<file path="config.mk">
export PLATFORM = sky130hd
export DESIGN_NAME = arb2_rr_stage
export DESIGN_NICKNAME = d
export VERILOG_FILES = /design/src/rtl/arb2_pkg.sv /design/src/rtl/arb2_grant.sv /design/src/rtl/arb2_rr_stage.sv
export SDC_FILE = /design/constraint.sdc
export NUM_CORES = 1
export LEC_CHECK = 0
export CAP_MARGIN = 15
export CELL_PAD_IN_SITES_DETAIL_PLACEMENT = 1
export CELL_PAD_IN_SITES_GLOBAL_PLACEMENT = 1
export CORE_ASPECT_RATIO = 0.9
export CORE_MARGIN = 4
export CORE_UTILIZATION = 26
export CTS_CLUSTER_DIAMETER = 80
export DETAILED_ROUTE_END_ITERATION = 8
export PLACE_DENSITY_LB_ADDON = 0.1
export SYNTH_ARGS = -nofsm -noshare
export SYNTH_HDL_FRONTEND = slang
export SYNTH_SLANG_ARGS = --single-unit
</file>
<file path="constraint.sdc">
create_clock -name clk -period 1.6 [get_ports clk]
set_input_delay 0.24 -clock clk [delete_from_list [all_inputs] [get_ports clk]]
set_output_delay 0.24 -clock clk [all_outputs]
set_load 0.01 [all_outputs]
</file>
<file path="src/rtl/arb2_pkg.sv">
// arb2_pkg: shared state encoding and grant constants for the 2-source arbiter stage
package arb2_pkg;
   typedef enum logic {EMPTY = 1'b0, FULL = 1'b1} state_t;
   localparam logic SRC0 = 1'b0;
   localparam logic SRC1 = 1'b1;
   localparam logic LAST_GRANT_RST = 1'b1;
endpackage

</file>
<file path="src/rtl/arb2_grant.sv">
// arb2_grant: combinational 2-way grant; ARB_FIXED_PRIO_EN makes source 0 win ties
module arb2_grant
   import arb2_pkg::*;
(
   input  logic in0_valid,
   input  logic in1_valid,
   input  logic last_grant,
   output logic gnt,
   output logic any_req
);
`ifdef ARB_FIXED_PRIO_EN
   logic unused_last_grant;
   assign unused_last_grant = last_grant;
   always_comb begin
      any_req = in0_valid | in1_valid;
      gnt = in0_valid ? SRC0 : SRC1;
   end
`else
   always_comb begin
      any_req = in0_valid | in1_valid;
      gnt = (in0_valid & in1_valid) ? ~last_grant : (in0_valid ? SRC0 : SRC1);
   end
`endif
endmodule

</file>
<file path="src/rtl/arb2_rr_stage.sv">
// arb2_rr_stage: round-robin 2:1 arbiter with one-entry output register; ARB_FIXED_PRIO_EN selects fixed priority
module arb2_rr_stage
   import arb2_pkg::*;
#(
   parameter int DW = 8
) (
   input  logic          clk,
   input  logic          rst_n,
   input  logic          in0_valid,
   output logic          in0_ready,
   input  logic [DW-1:0] in0_data,
   input  logic          in1_valid,
   output logic          in1_ready,
   input  logic [DW-1:0] in1_data,
   output logic          out_valid,
   input  logic          out_ready,
   output logic [DW-1:0] out_data,
   output logic          sel
);
   state_t state;
   logic last_grant, gnt, any_req, accept, take;
   arb2_grant u_grant (
      .in0_valid (in0_valid),
      .in1_valid (in1_valid),
      .last_grant(last_grant),
      .gnt       (gnt),
      .any_req   (any_req)
   );
   assign out_valid = state == FULL;
   assign accept    = rst_n & ((state == EMPTY) | out_ready);
   assign in0_ready = accept & in0_valid & (gnt == SRC0);
   assign in1_ready = accept & in1_valid & (gnt == SRC1);
   assign take      = accept & any_req;
   always_ff @(posedge clk) begin
      if (!rst_n) begin
         state      <= EMPTY;
         out_data   <= '0;
         sel        <= SRC0;
         last_grant <= LAST_GRANT_RST;
      end else if (take) begin
         state      <= FULL;
         out_data   <= gnt ? in1_data : in0_data;
         sel        <= gnt;
         last_grant <= gnt;
      end else if (out_valid & out_ready) begin
         state <= EMPTY;
      end
   end
endmodule
</file>
# Yosys cells after proc, flatten, opt, wreduce, memory -nomap -nowiden
# Index checks and enable logic that the tools add are counted.
# totals
reg_bits	11
input_bits	21
out_inout_bits	12
elab_cells	23
# op_classes
n_mux	5
bitwise	13
reduce_logical	1
# ops
operator	count
$and A1 B1 Y1	8
$mux W8	1
$mux W1	4
$not A1 Y1	3
$or A1 B1 Y1	2
$reduce_bool A2 Y1	1

# Depth between registers and ports, before layout
# Gate-level depths: netlist of the first run.
# depth
ltp_word	5
mapped_depth	5

# Modules after synthesis
# Synthesis of the first run repeated with hierarchy kept, for this count alone.
# hier_totals
hier_cells	55
hier_area_um2	563.0
# modules_own_cells
mod	n_inst	cells_per_inst	area_each_um2
arb2_rr_stage	1	52	548.0
arb2_grant	1	3	15.0

# Least setup slack after synthesis of the first run
# No wires, ideal clock.
# synth_path
kind	reg-to-output
from	register state (netlist: out_valid)
to	output port in1_ready
t_arrival_ns	0.873
required_ns	1.360
slack_ns	0.487
stages_incl_launch_ff	5
path_buffers	0
cell_sequence	dfxtp_1 -> nand2b_4 -> nand2_2 -> a211o_1 -> inv_1
# synth_via
elab_chain_len	5
# synth_rtl
item	line	rtl
start: declaration	arb2_rr_stage.sv:20	state_t state;
start signal: assignment	arb2_rr_stage.sv:36	state <= EMPTY;
start signal: assignment	arb2_rr_stage.sv:41	state <= FULL;
start signal: assignment	arb2_rr_stage.sv:46	state <= EMPTY;
$not A1 Y1	arb2_rr_stage.sv:30	assign accept = rst_n & ((state == EMPTY) | out_ready);
$or A1 B1 Y1	arb2_rr_stage.sv:30	
$and A1 B1 Y1	arb2_rr_stage.sv:30	
$and A1 B1 Y1 (2 in series)	arb2_rr_stage.sv:32	assign in1_ready = accept & in1_valid & (gnt == SRC1);
end: declaration	arb2_rr_stage.sv:13	output logic in1_ready,
# Every way passes these cells.

# Final worst setup path of the first run
# layout_path
from	input port out_ready
to	output port in1_ready
# layout_via
elab_chain_len	4
# layout_rtl
item	line	rtl
start: declaration	arb2_rr_stage.sv:16	input logic out_ready,
$or A1 B1 Y1	arb2_rr_stage.sv:30	
$and A1 B1 Y1	arb2_rr_stage.sv:30	
$and A1 B1 Y1 (2 in series)	arb2_rr_stage.sv:32	
# Every way passes these cells.

==> key figures, run 1 <==
Run status
  – Status: completed

Detailed routing
  – Routed WL per cell: 12.0 um
  – 1st-iter DRT viols: 1
  – DRC viols: 0
  – Final WL: 1390 um
  – Routed via count: 517
  – Drt pass-1 iters: 2
  – Routed vias/inst: 4.46
  – Post-route ant nets: 0

Timing
  – Period utilization: 96.9%
  – Hold WS: 0.454 ns
  – Least-Margin Pin Slew: 0.211 ns
  – Final Max Slew Viols: 0
  – Finish-stage setup viols: 0
  – Fmax: 645 MHz
  – RSZ-0062 raised after global routing: no
  – Final worst-path setup slack: 0.0491 ns
  – Max-slew headroom: 85.9%
  – Final Skew: 0.000446 ns
  – Final Hold Viols: 0
  – Tmin final: 1.55 ns

Finish
  – Area growth from synthesis to layout: 78.3%
  – Non-Filler Instances: 116
  – Layout cells sized above 1: 18.5%
  – Finished Cell Area: 906 sq um
  – Post-layout util: 51.7%
  – N_diodes: 0
  – Final #Nets: 114
  – # fillers: 209

Die
  – Die Span X: 54.6 um
  – Initial Util: 29.0%
  – Die H: 49.9 um
  – Ports: 33
  – Row cnt: 14
  – Core footprint: 1750 sq um
  – DIE AREA: 2730 sq um

Global routing
  – Grt total ovfl: 0
  – Global-route usage over all layers: 11.1%
  – First-pass GRT wire length: 2240 um
  – Number of global-route vias before repair: 508
  – Initial antenna violation count: 0
  – Pin count of the biggest net entering global routing: 19

Synthesis
  – Top cells by count, synth: dfxtp_1 (11), nand3_1 (9), mux2i_1 (8), o21ai_1 (8)
  – Post-synthesis sequential area ratio: 43.3%
  – Avg Inst Size Synth: 9.77 sq um
  – Top cell type by total area after synthesis: dfxtp_1
  – Post-synth cell types: 16
  – Post-synth top flop: dfxtp_1
  – Count leader, synth: dfxtp_1
  – Mapped cell area: 508 sq um
  – Yosys top cell area share: 43.3%
  – Post-Synthesis Cells: 52
  – Async set-reset flop share out of synthesis: 0%
  – Synthesized Nets: 73
  – Number of synthesis warnings: 0
  – Register bit count reported by yosys: 11
  – Post-synth EDFFs: 0
  – Synth top area cells: dfxtp_1 (43%), mux2i_1 (16%), nand3_1 (8.9%)

Placement
  – Placed inst area: 883 sq um
  – DP Worst Slack: -0.407 ns
  – IO buf count: 32
  – Placed cell count: 112
  – Final RePlAce weighted congestion: 0.615
  – DPL Wire Length: 1170 um

Clocking
  – Reg clk slew, reported paths: 0.07 ns
  – Setup repair bufs after CTS: 0
  – Cts bufs inserted: 3
  – H-tree Lvls: 1
  – CTS Sinks: 11
  – Later-pin clock latency in the skew report: 0.25 ns
  – CTS tree: yes
  – Root Buffer: clkbuf_4
  – CTS max path bufs: 2

Critical path
  – Critical Path Slowest Stage Cell: clkdlybuf4s50_1
  – Slowest stage delay, CP: 0.45 ns
  – Startpoint Class: input port
  – Setup CP Type: input port to output pin
  – Largest delay share family, worst path: buffers and inverters
  – Worst setup EP type: output pin
  – Worst-path fanout max: 2
  – Worst-path cell chain: clkdlybuf4s50_1 -> nand2b_4 -> nand2_2 -> a211o_1 -> inv_2 -> buf_6
  – Reg2Reg Depth: 4
  – Buf/Inv on CP: 3
  – CP required: 1.36 ns
  – CP Data Arrival Time: 1.31 ns
  – Critical R2R Capture: out_data[0]$_SDFFE_PN0P_
  – R2R Path Start: last_grant$_SDFFE_PN1P_
  – Reg2reg setup slack: 0.49 ns

Pwr
  – Leak: 0.390 nW
  – Peak VDD IR: 0.550 mV
  – Pwr/cell area: 771 nW/um^2

Worst hold path
  – Min-Delay Path Class: flip-flop to flip-flop
  – Hold path cells: 2
  – Hold_sp: sel$_SDFFE_PN0P_
  – Endpoint, Worst Hold: sel$_SDFFE_PN0P_

Run
  – Max Cap Viol: 0
-- flip-flops by register name (all words and copies together), names as in the netlist --
signal / cells
out_valid: 1
last_grant: 1
out_data: 8
sel: 1
-- stage by stage --
| step | TNS (ns) | power, mW |
|---|---|---|
| floorplan | 0 | 0.402 |
| global placement | -0.981 | 0.521 |
| detailed placement | -1.20 | 0.527 |
| CTS | 0 | 0.712 |
| global route | 0 | 0.748 |
| finish | 0 | 0.698 |
-- what timing repair did --
action | in CTS | in global routing
setup endpoints to repair | 2 | 2
pin swaps | 0 | 0
gates resized for setup | 6 | 3
hold buffers | 0 | 0
-- worst min-delay path, cell delays in order (launching register included) --
cell and delay (ns):
dfxtp_1 0.31, nand2_1 0.05, a21boi_1 0.05
-- cells in the final DEF, fill, tap and decap left out --
cell,netlist,routed
inv_1,2,1
inv_2,0,1
nand2b_4,1,1
a21boi_0,1,1
nand3b_4,1,1
buf_4,0,7
dfxtp_1,11,11
clkdlybuf4s50_1,0,30
buf_6,2,1
o21ai_1,8,8
nand2_1,2,2
clkbuf_1,0,1
clkbuf_2,0,1
o21ai_2,1,1
a21boi_1,1,1
clkbuf_4,0,3
nor2_1,2,2
nand3_1,9,9
nand2_2,1,1
a211o_1,1,1
mux2i_1,8,8
-- logic make-up (layout without fill, tap and decap cells) --
group / after synthesis / in the layout / synth area share (%)
simple gates: 16 / 16 / 19.7
compound gates: 12 / 12 / 14.3
flops: 11 / 11 / 43.3
mux: 8 / 8 / 15.8
buf+inv: 5 / 45 / 6.90
-- power by group --
group / total [mW] / switching (mW) / internal [mW] / leakage [nW]
Combinational: 0.201 / 0.0745 / 0.126 / 0.283
Sequential: 0.315 / 0.0149 / 0.300 / 0.0914
Clock: 0.182 / 0.0863 / 0.0960 / 0.0150
-- cell type report --
class	instances	area [sq um]	area share [%]
timing repair buffer	39	369	40.7
multi-input combinational	36	253	27.9
sequential	11	220	24.3
tap	24	30.0	3.31
clock buffer	4	26.3	2.90
inverter	2	7.51	0.829
-- per-layer routing --
layer  up-vias  track usage (%)  wire length [um]
met3         0             5.12               118
met1       235             11.9               549
met4         0                0                 0
met5         -                0                 0
met2        19             20.3               721
li1        263                -                 -
-- how the worst max path moves through the flow --
| stage | startpoint | endpoint | slack (ns) | cells after the start |
|---|---|---|---|---|
| final | out_ready | in1_ready | 0.05 | 6 |
| after CTS | out_ready | in1_ready | 0.01 | 6 |
| after detailed placement | out_ready | in1_ready | -0.41 | 6 |
| after global placement | out_ready | in1_ready | -0.35 | 6 |
| after floorplan | out_valid$_SDFFE_PN0P_ | in1_ready | 0.49 | 4 |
| after global routing | out_ready | in1_ready | 0.0005 | 6 |
Note: power is estimated with default switching activity, not from simulation.
==> run 2: changes to the inputs <==
--- a/config.mk
+++ b/config.mk
@@ -9,7 +9,6 @@
 export CELL_PAD_IN_SITES_DETAIL_PLACEMENT = 1
 export CELL_PAD_IN_SITES_GLOBAL_PLACEMENT = 1
 export CORE_ASPECT_RATIO = 0.9
-export CORE_MARGIN = 4
 export CORE_UTILIZATION = 26
 export CTS_CLUSTER_DIAMETER = 80
 export DETAILED_ROUTE_END_ITERATION = 8
==> run 2 against run 1 <==
Design area rose by 1.2%. Die area shrank 22%. Sequential share of layout area fell by 0.30 points. First-iteration DRC count did not move. Final cell count grew 1.7%. Power increased by 1.6%. Flip-flop and latch count did not move. Global-route usage up 4.5 points. Clock skew increased by 0.0021 ns. Register-to-register slack worse by 0.09 ns. Combinational power barely moved. Largest cell class unchanged. Highest routed layer is now met4.
==> key figures, run 2 (synthesis gave the netlist of run 1 again) <==
Run status
  – Status: completed

Global routing
  – Number of global-route vias before repair: 558 (+9.8%)
  – Initial antenna violation count: 0 (unchanged)
  – Global-route usage over all layers: 15.6% (+4.5 points)
  – First-pass GRT wire length: 2450 um (+9.2%)
  – Pin count of the biggest net entering global routing: 19 (unchanged)
  – Grt total ovfl: 0 (unchanged)

Placement
  – DPL Wire Length: 1160 um (-1.5%)
  – IO buf count: 32 (unchanged)
  – Placed cell count: 112 (unchanged)
  – Final RePlAce weighted congestion: 0.659 (+7.2%)

Die
  – Die Span X: 48.6 um (-11%)
  – Ports: 33 (unchanged)
  – Core footprint: 1750 sq um (unchanged)
  – Initial Util: 29.0% (unchanged)
  – Row cnt: 14 (unchanged)
  – DIE AREA: 2130 sq um (-22%)
  – Die H: 43.9 um (-12%)

Timing
  – Final Hold Viols: 0 (unchanged)
  – Final Max Slew Viols: 0 (unchanged)
  – Final Skew: 0.00253 ns (+0.00208 ns)
  – Tmin final: 1.52 ns (-0.0348 ns)
  – Finish-stage setup viols: 0 (unchanged)
  – Fmax: 660 MHz (+2.3%)
  – Least-Margin Pin Slew: 0.197 ns (-0.0144 ns)
  – RSZ-0062 raised after global routing: no
  – Period utilization: 94.8% (-2.2 points)
  – Max-slew headroom: 86.9% (+0.96 points)

Critical path
  – CP required: 1.36 ns (about the same)
  – Slowest stage delay, CP: 0.49 ns (+0.04 ns)
  – Startpoint Class: input port
  – R2R Path Start: out_valid$_SDFFE_PN0P_
  – Reg2Reg Depth: 6 (+2)
  – Worst-path cell chain: clkdlybuf4s50_1 -> nand2_2 -> a211o_1 -> inv_1 -> buf_2
  – Largest delay share family, worst path: buffers and inverters
  – Buf/Inv on CP: 3 (unchanged)
  – Critical Path Slowest Stage Cell: clkdlybuf4s50_1
  – Setup CP Type: input port to output pin
  – Critical R2R Capture: sel$_SDFFE_PN0P_
  – Worst-path fanout max: 2 (unchanged)
  – CP Data Arrival Time: 1.28 ns (-0.03 ns)
  – Worst setup EP type: output pin
  – Reg2reg setup slack: 0.40 ns (-0.09 ns)

Finish
  – Non-Filler Instances: 118 (+1.7%)
  – Post-layout util: 52.4% (+0.64 points)
  – Commonest non-fill, non-tap cells in the layout: clkdlybuf4s50_1 (29), dfxtp_1 (11), nand3_1 (9), buf_4 (9)
  – Layout cells sized above 1: 19.1% (+0.67 points)
  – Commonest non-fill, non-tap cell in the layout: clkdlybuf4s50_1
  – N_diodes: 0 (unchanged)
  – Top reg by flops: out_data
  – Area growth from synthesis to layout: 80.5%
  – Final #Nets: 116 (+1.8%)
  – Sequential cell area: 220 sq um (unchanged)
  – Max reg flops: 8 (unchanged)
  – Area of the multi-input gates: 253 sq um (unchanged)
  – # fillers: 210 (+0.48%)

Pwr
  – Leak: 0.409 nW (+4.9%)
  – Total power: 0.709 mW (+1.6%)
  – Peak VDD IR: 0.465 mV (-15%)
  – Pwr/cell area: 774 nW/um^2 (+0.36%)

Clocking
  – Cts bufs inserted: 3 (unchanged)
  – CTS max path bufs: 2 (unchanged)
  – Root Buffer: clkbuf_4
  – Reg clk slew, reported paths: 0.07 ns (about the same)
  – CTS Sinks: 11 (unchanged)
  – CTS tree: yes
  – H-tree Lvls: 1 (unchanged)
  – Later-pin clock latency in the skew report: 0.27 ns (+0.02 ns)

Worst hold path
  – Min-Delay Path Class: flip-flop to flip-flop
  – Hold path cells: 2 (unchanged)
  – Hold_sp: out_data[0]$_SDFFE_PN0P_
  – Endpoint, Worst Hold: out_data[0]$_SDFFE_PN0P_

Detailed routing
  – Routed vias/inst: 4.60 (+3.2%)
  – Post-route ant nets: 0 (unchanged)
  – 1st-iter DRT viols: 1 (unchanged)
  – Routed via count: 543 (+5.0%)
  – Drt pass-1 iters: 2 (unchanged)
  – DRC viols: 0 (unchanged)
  – Routed WL per cell: 12.1 um (+0.71%)
  – Final WL: 1420 um (+2.4%)

Run
  – Max Cap Viol: 0 (unchanged)
run 2: cell count changes in the layout (fill, tap and decap cells not counted):
cell / change
buf_4: +2
buf_2: +1
buf_6: -1
clkdlybuf4s50_1: -1
dlymetal6s2s_1: +1
inv_1: +1
inv_2: -1
run 2: worst max-delay path by stage:
stage | cells past startpoint | slack (ns) | to | from
final | 5 | 0.08 | in1_ready | rst_n
after global routing | 5 | 0.03 | in1_ready | rst_n
after CTS | 6 | 0.01 | in0_ready | out_ready
after detailed placement | 6 | -0.43 | in1_ready | out_ready
after global placement | 6 | -0.35 | in1_ready | out_ready
after floorplan | 4 | 0.49 | in1_ready | out_valid$_SDFFE_PN0P_
run 2: area by class of cell:
class | count | share of cell area, %
clock buffer | 4 | 2.86
inverter | 2 | 0.819
tap | 24 | 3.27
multi-input combinational | 36 | 27.6
sequential | 11 | 24.0
timing repair buffer | 41 | 41.5
run 2: report_power, final:
part	total [mW]	switching, mW	leakage, nW	internal [mW]
logic	0.203	0.0753	0.303	0.128
registers	0.315	0.0152	0.0914	0.300
clock network	0.191	0.0949	0.0150	0.0965
total	0.709	0.185	0.409	0.524
run 2: per-stage QoR:
| stage | setup slack, ns | area, sq um | hold slack, ns | TNS [ns] |
|---|---|---|---|---|
| after floorplan | 0.487 | 508 | 0.394 | 0 |
| after global placement | -0.351 | 883 | 0.442 | -0.875 |
| after detailed placement | -0.429 | 883 | 0.454 | -1.18 |
| after CTS | 0.00970 | 912 | 0.464 | 0 |
| after global routing | 0.0310 | 917 | 0.489 | 0 |
| final | 0.0839 | 917 | 0.459 | 0 |
run 2: per-layer routing:
layer	track usage, %	wire, um	part of all wire [%]
met4	5.29	14	0.98
met5	0	0	0
met1	17.8	631	44
met2	27.6	700	49
met3	5.26	77	5.4
run 2: repair_timing:
item	4_1_cts	5_1_grt
gates resized for setup	6	2
pin swaps	1	1
hold buffers	0	0
cloned	0	0
buffers inserted	1	1
setup endpoints to repair	2	2
run 2: tightest hold or removal path, cell delays in order (launching register included):
cell and delay (ns):
dfxtp_1 0.31, nand3_1 0.06, o21ai_1 0.05
==> run 3: changes to the inputs <==
--- a/config.mk
+++ b/config.mk
@@ -5,6 +5,7 @@
 export SDC_FILE = /design/constraint.sdc
 export NUM_CORES = 1
 export LEC_CHECK = 0
+export ABC_CLOCK_PERIOD_IN_PS = 1600
 export CAP_MARGIN = 15
 export CELL_PAD_IN_SITES_DETAIL_PLACEMENT = 1
 export CELL_PAD_IN_SITES_GLOBAL_PLACEMENT = 1
@@ -12,7 +13,7 @@
 export CORE_UTILIZATION = 26
 export CTS_CLUSTER_DIAMETER = 80
 export DETAILED_ROUTE_END_ITERATION = 8
-export PLACE_DENSITY_LB_ADDON = 0.1
+export PLACE_DENSITY = 0.9
 export SYNTH_ARGS = -nofsm -noshare
 export SYNTH_HDL_FRONTEND = slang
 export SYNTH_SLANG_ARGS = --single-unit
==> run 3 against run 2 <==
Sequential power barely moved. Register-to-register slack better by 0.04 ns. Clock power down 2%. Highest routed layer is now met3. Utilization shrank 0.50 points. Final cell count fell by 1.7%. Worst hold slack got worse by 0.081 ns. Power shrank 0.38%. Critical path depth grew 1. Die area did not move.
==> key figures, run 3 (synthesis gave the netlist of run 1 again) <==
Die
  – Die Span X: 48.6 um (unchanged)
  – Row cnt: 14 (unchanged)
  – Core footprint: 1750 sq um (unchanged)
  – DIE AREA: 2130 sq um (unchanged)
  – Ports: 33 (unchanged)
  – Die H: 43.9 um (unchanged)
  – Initial Util: 29.0% (unchanged)

Timing
  – Setup TNS: 0 ns (unchanged)
  – RSZ-0062 raised after global routing: no
  – Tmin final: 1.53 ns (+0.0128 ns)
  – Period utilization: 95.6% (+0.80 points)
  – Fmax: 654 MHz (-0.83%)
  – Final Skew: 0.000770 ns (-0.00176 ns)
  – Final Max Slew Viols: 0 (unchanged)
  – Least-Margin Pin Slew: 0.211 ns (+0.0144 ns)
  – Final Hold Viols: 0 (unchanged)
  – Max-slew headroom: 85.9% (-0.96 points)
  – Finish-stage setup viols: 0 (unchanged)

Finish
  – Final #Nets: 114 (-1.7%)
  – Top reg by flops: out_data
  – Finished Cell Area: 908 sq um (-0.96%)
  – Commonest non-fill, non-tap cells in the layout: clkdlybuf4s50_1 (29), dfxtp_1 (11), nand3_1 (9)
  – Area growth from synthesis to layout: 78.8%
  – Max reg flops: 8 (unchanged)
  – N_diodes: 0 (unchanged)
  – Commonest non-fill, non-tap cell in the layout: clkdlybuf4s50_1
  – Non-Filler Instances: 116 (-1.7%)
  – Layout cells sized above 1: 18.5% (-0.67 points)

Global routing
  – First-pass GRT wire length: 2570 um (+5.1%)
  – Pin count of the biggest net entering global routing: 19 (unchanged)
  – Number of global-route vias before repair: 553 (-0.90%)
  – Grt total ovfl: 0 (unchanged)
  – Global-route usage over all layers: 16.5% (+0.91 points)
  – Initial antenna violation count: 0 (unchanged)

Clocking
  – CTS Sinks: 11 (unchanged)
  – Later-pin clock latency in the skew report: 0.26 ns (about the same)
  – CTS tree: yes
  – Reg clk slew, reported paths: 0.07 ns (about the same)
  – Cts bufs inserted: 3 (unchanged)
  – CTS max path bufs: 2 (unchanged)
  – Root Buffer: clkbuf_4
  – H-tree Lvls: 1 (unchanged)

Placement
  – Final RePlAce weighted congestion: 0.635 (-3.7%)
  – Placed cell count: 112 (unchanged)
  – Placed inst area: 883 sq um (unchanged)
  – DPL Wire Length: 1280 um (+10%)
  – IO buf count: 32 (unchanged)

Detailed routing
  – Routed vias/inst: 4.51 (-2.0%)
  – Final WL: 1600 um (+12%)
  – DRC viols: 0 (unchanged)
  – Routed WL per cell: 13.8 um (+14%)
  – Routed via count: 523 (-3.7%)
  – Post-route ant nets: 0 (unchanged)
  – Drt pass-1 iters: 1 (-1)
  – 1st-iter DRT viols: 0 (-1)

Run
  – Max Cap Viol: 0 (unchanged)

Worst hold path
  – Min-Delay Path Class: input port to flip-flop

Critical path
  – Setup CP Type: input port to output pin
  – Worst setup EP type: output pin
  – CP Data Arrival Time: 1.29 ns (about the same)
  – Worst-path fanout max: 2 (unchanged)
  – Startpoint Class: input port
  – CP required: 1.36 ns (about the same)

Run status
  – Status: completed

Pwr
  – Leak: 0.400 nW (-2.3%)
  – Peak VDD IR: 0.349 mV (-25%)
  – Pwr/cell area: 778 nW/um^2 (+0.58%)
run 3: cell types whose count changed in the layout (fill, tap and decap cells not counted), sizes merged:
cell | before | now
clkbuf | 5 | 4
buf | 10 | 9
run 3: critical path, stage by stage:
cell,delay (ns)
clkdlybuf4s50_1,0.45
nand2b_4,0.12
nand2_2,0.06
buf_4,0.12
nor2_1,0.12
buf_2,0.18
run 3: stage by stage:
stage	hold slack [ns]	worst slack, ns	total power [mW]	util, %
detailed placement	0.450	-0.398	0.528	50.4
global route	0.396	0.0105	0.744	51.9
finish	0.378	0.0711	0.707	51.9
floorplan	0.394	0.487	0.402	-
CTS	0.460	0.000258	0.716	51.7
global placement	0.443	-0.363	0.519	50.4
run 3: area by class of cell:
type,count,area [sq um]
fillers,205,843
repair buffers,39,372
multi-input cells,36,253
flip-flops and latches,11,220
well taps,24,30.0
clock buffers,4,26.3
inverters,2,7.51
run 3: path summary, 6_finish.rpt:
kind / cells after the start / endpoint / slack (ns) / startpoint
max: 6 / in0_ready / 0.07 / out_ready
min: 3 / out_valid$_SDFFE_PN0P_ / 0.38 / in1_valid
max reg2reg: 4 / out_data[0]$_SDFFE_PN0P_ / 0.44 / last_grant$_SDFFE_PN1P_
min reg2reg: 2 / sel$_SDFFE_PN0P_ / 0.46 / sel$_SDFFE_PN0P_
run 3: layer usage:
layer	up-vias	global-route usage, %	wire length, um
met5	-	0	0
met4	0	3.53	0
met3	0	4.21	101
met2	24	30.4	818
met1	238	19.5	676
li1	261	-	-
run 3: power breakdown:
part | switching, mW | internal (mW) | leakage (nW)
Sequential | 0.0147 | 0.300 | 0.0914
Combinational | 0.0793 | 0.126 | 0.293
Clock | 0.0903 | 0.0962 | 0.0150
run 3: what timing repair did:
item	in CTS	in global routing
pin swaps	0	1
gates resized for setup	7	4
hold buffers	0	0
setup endpoints to repair	2	2
buffers inserted	0	0
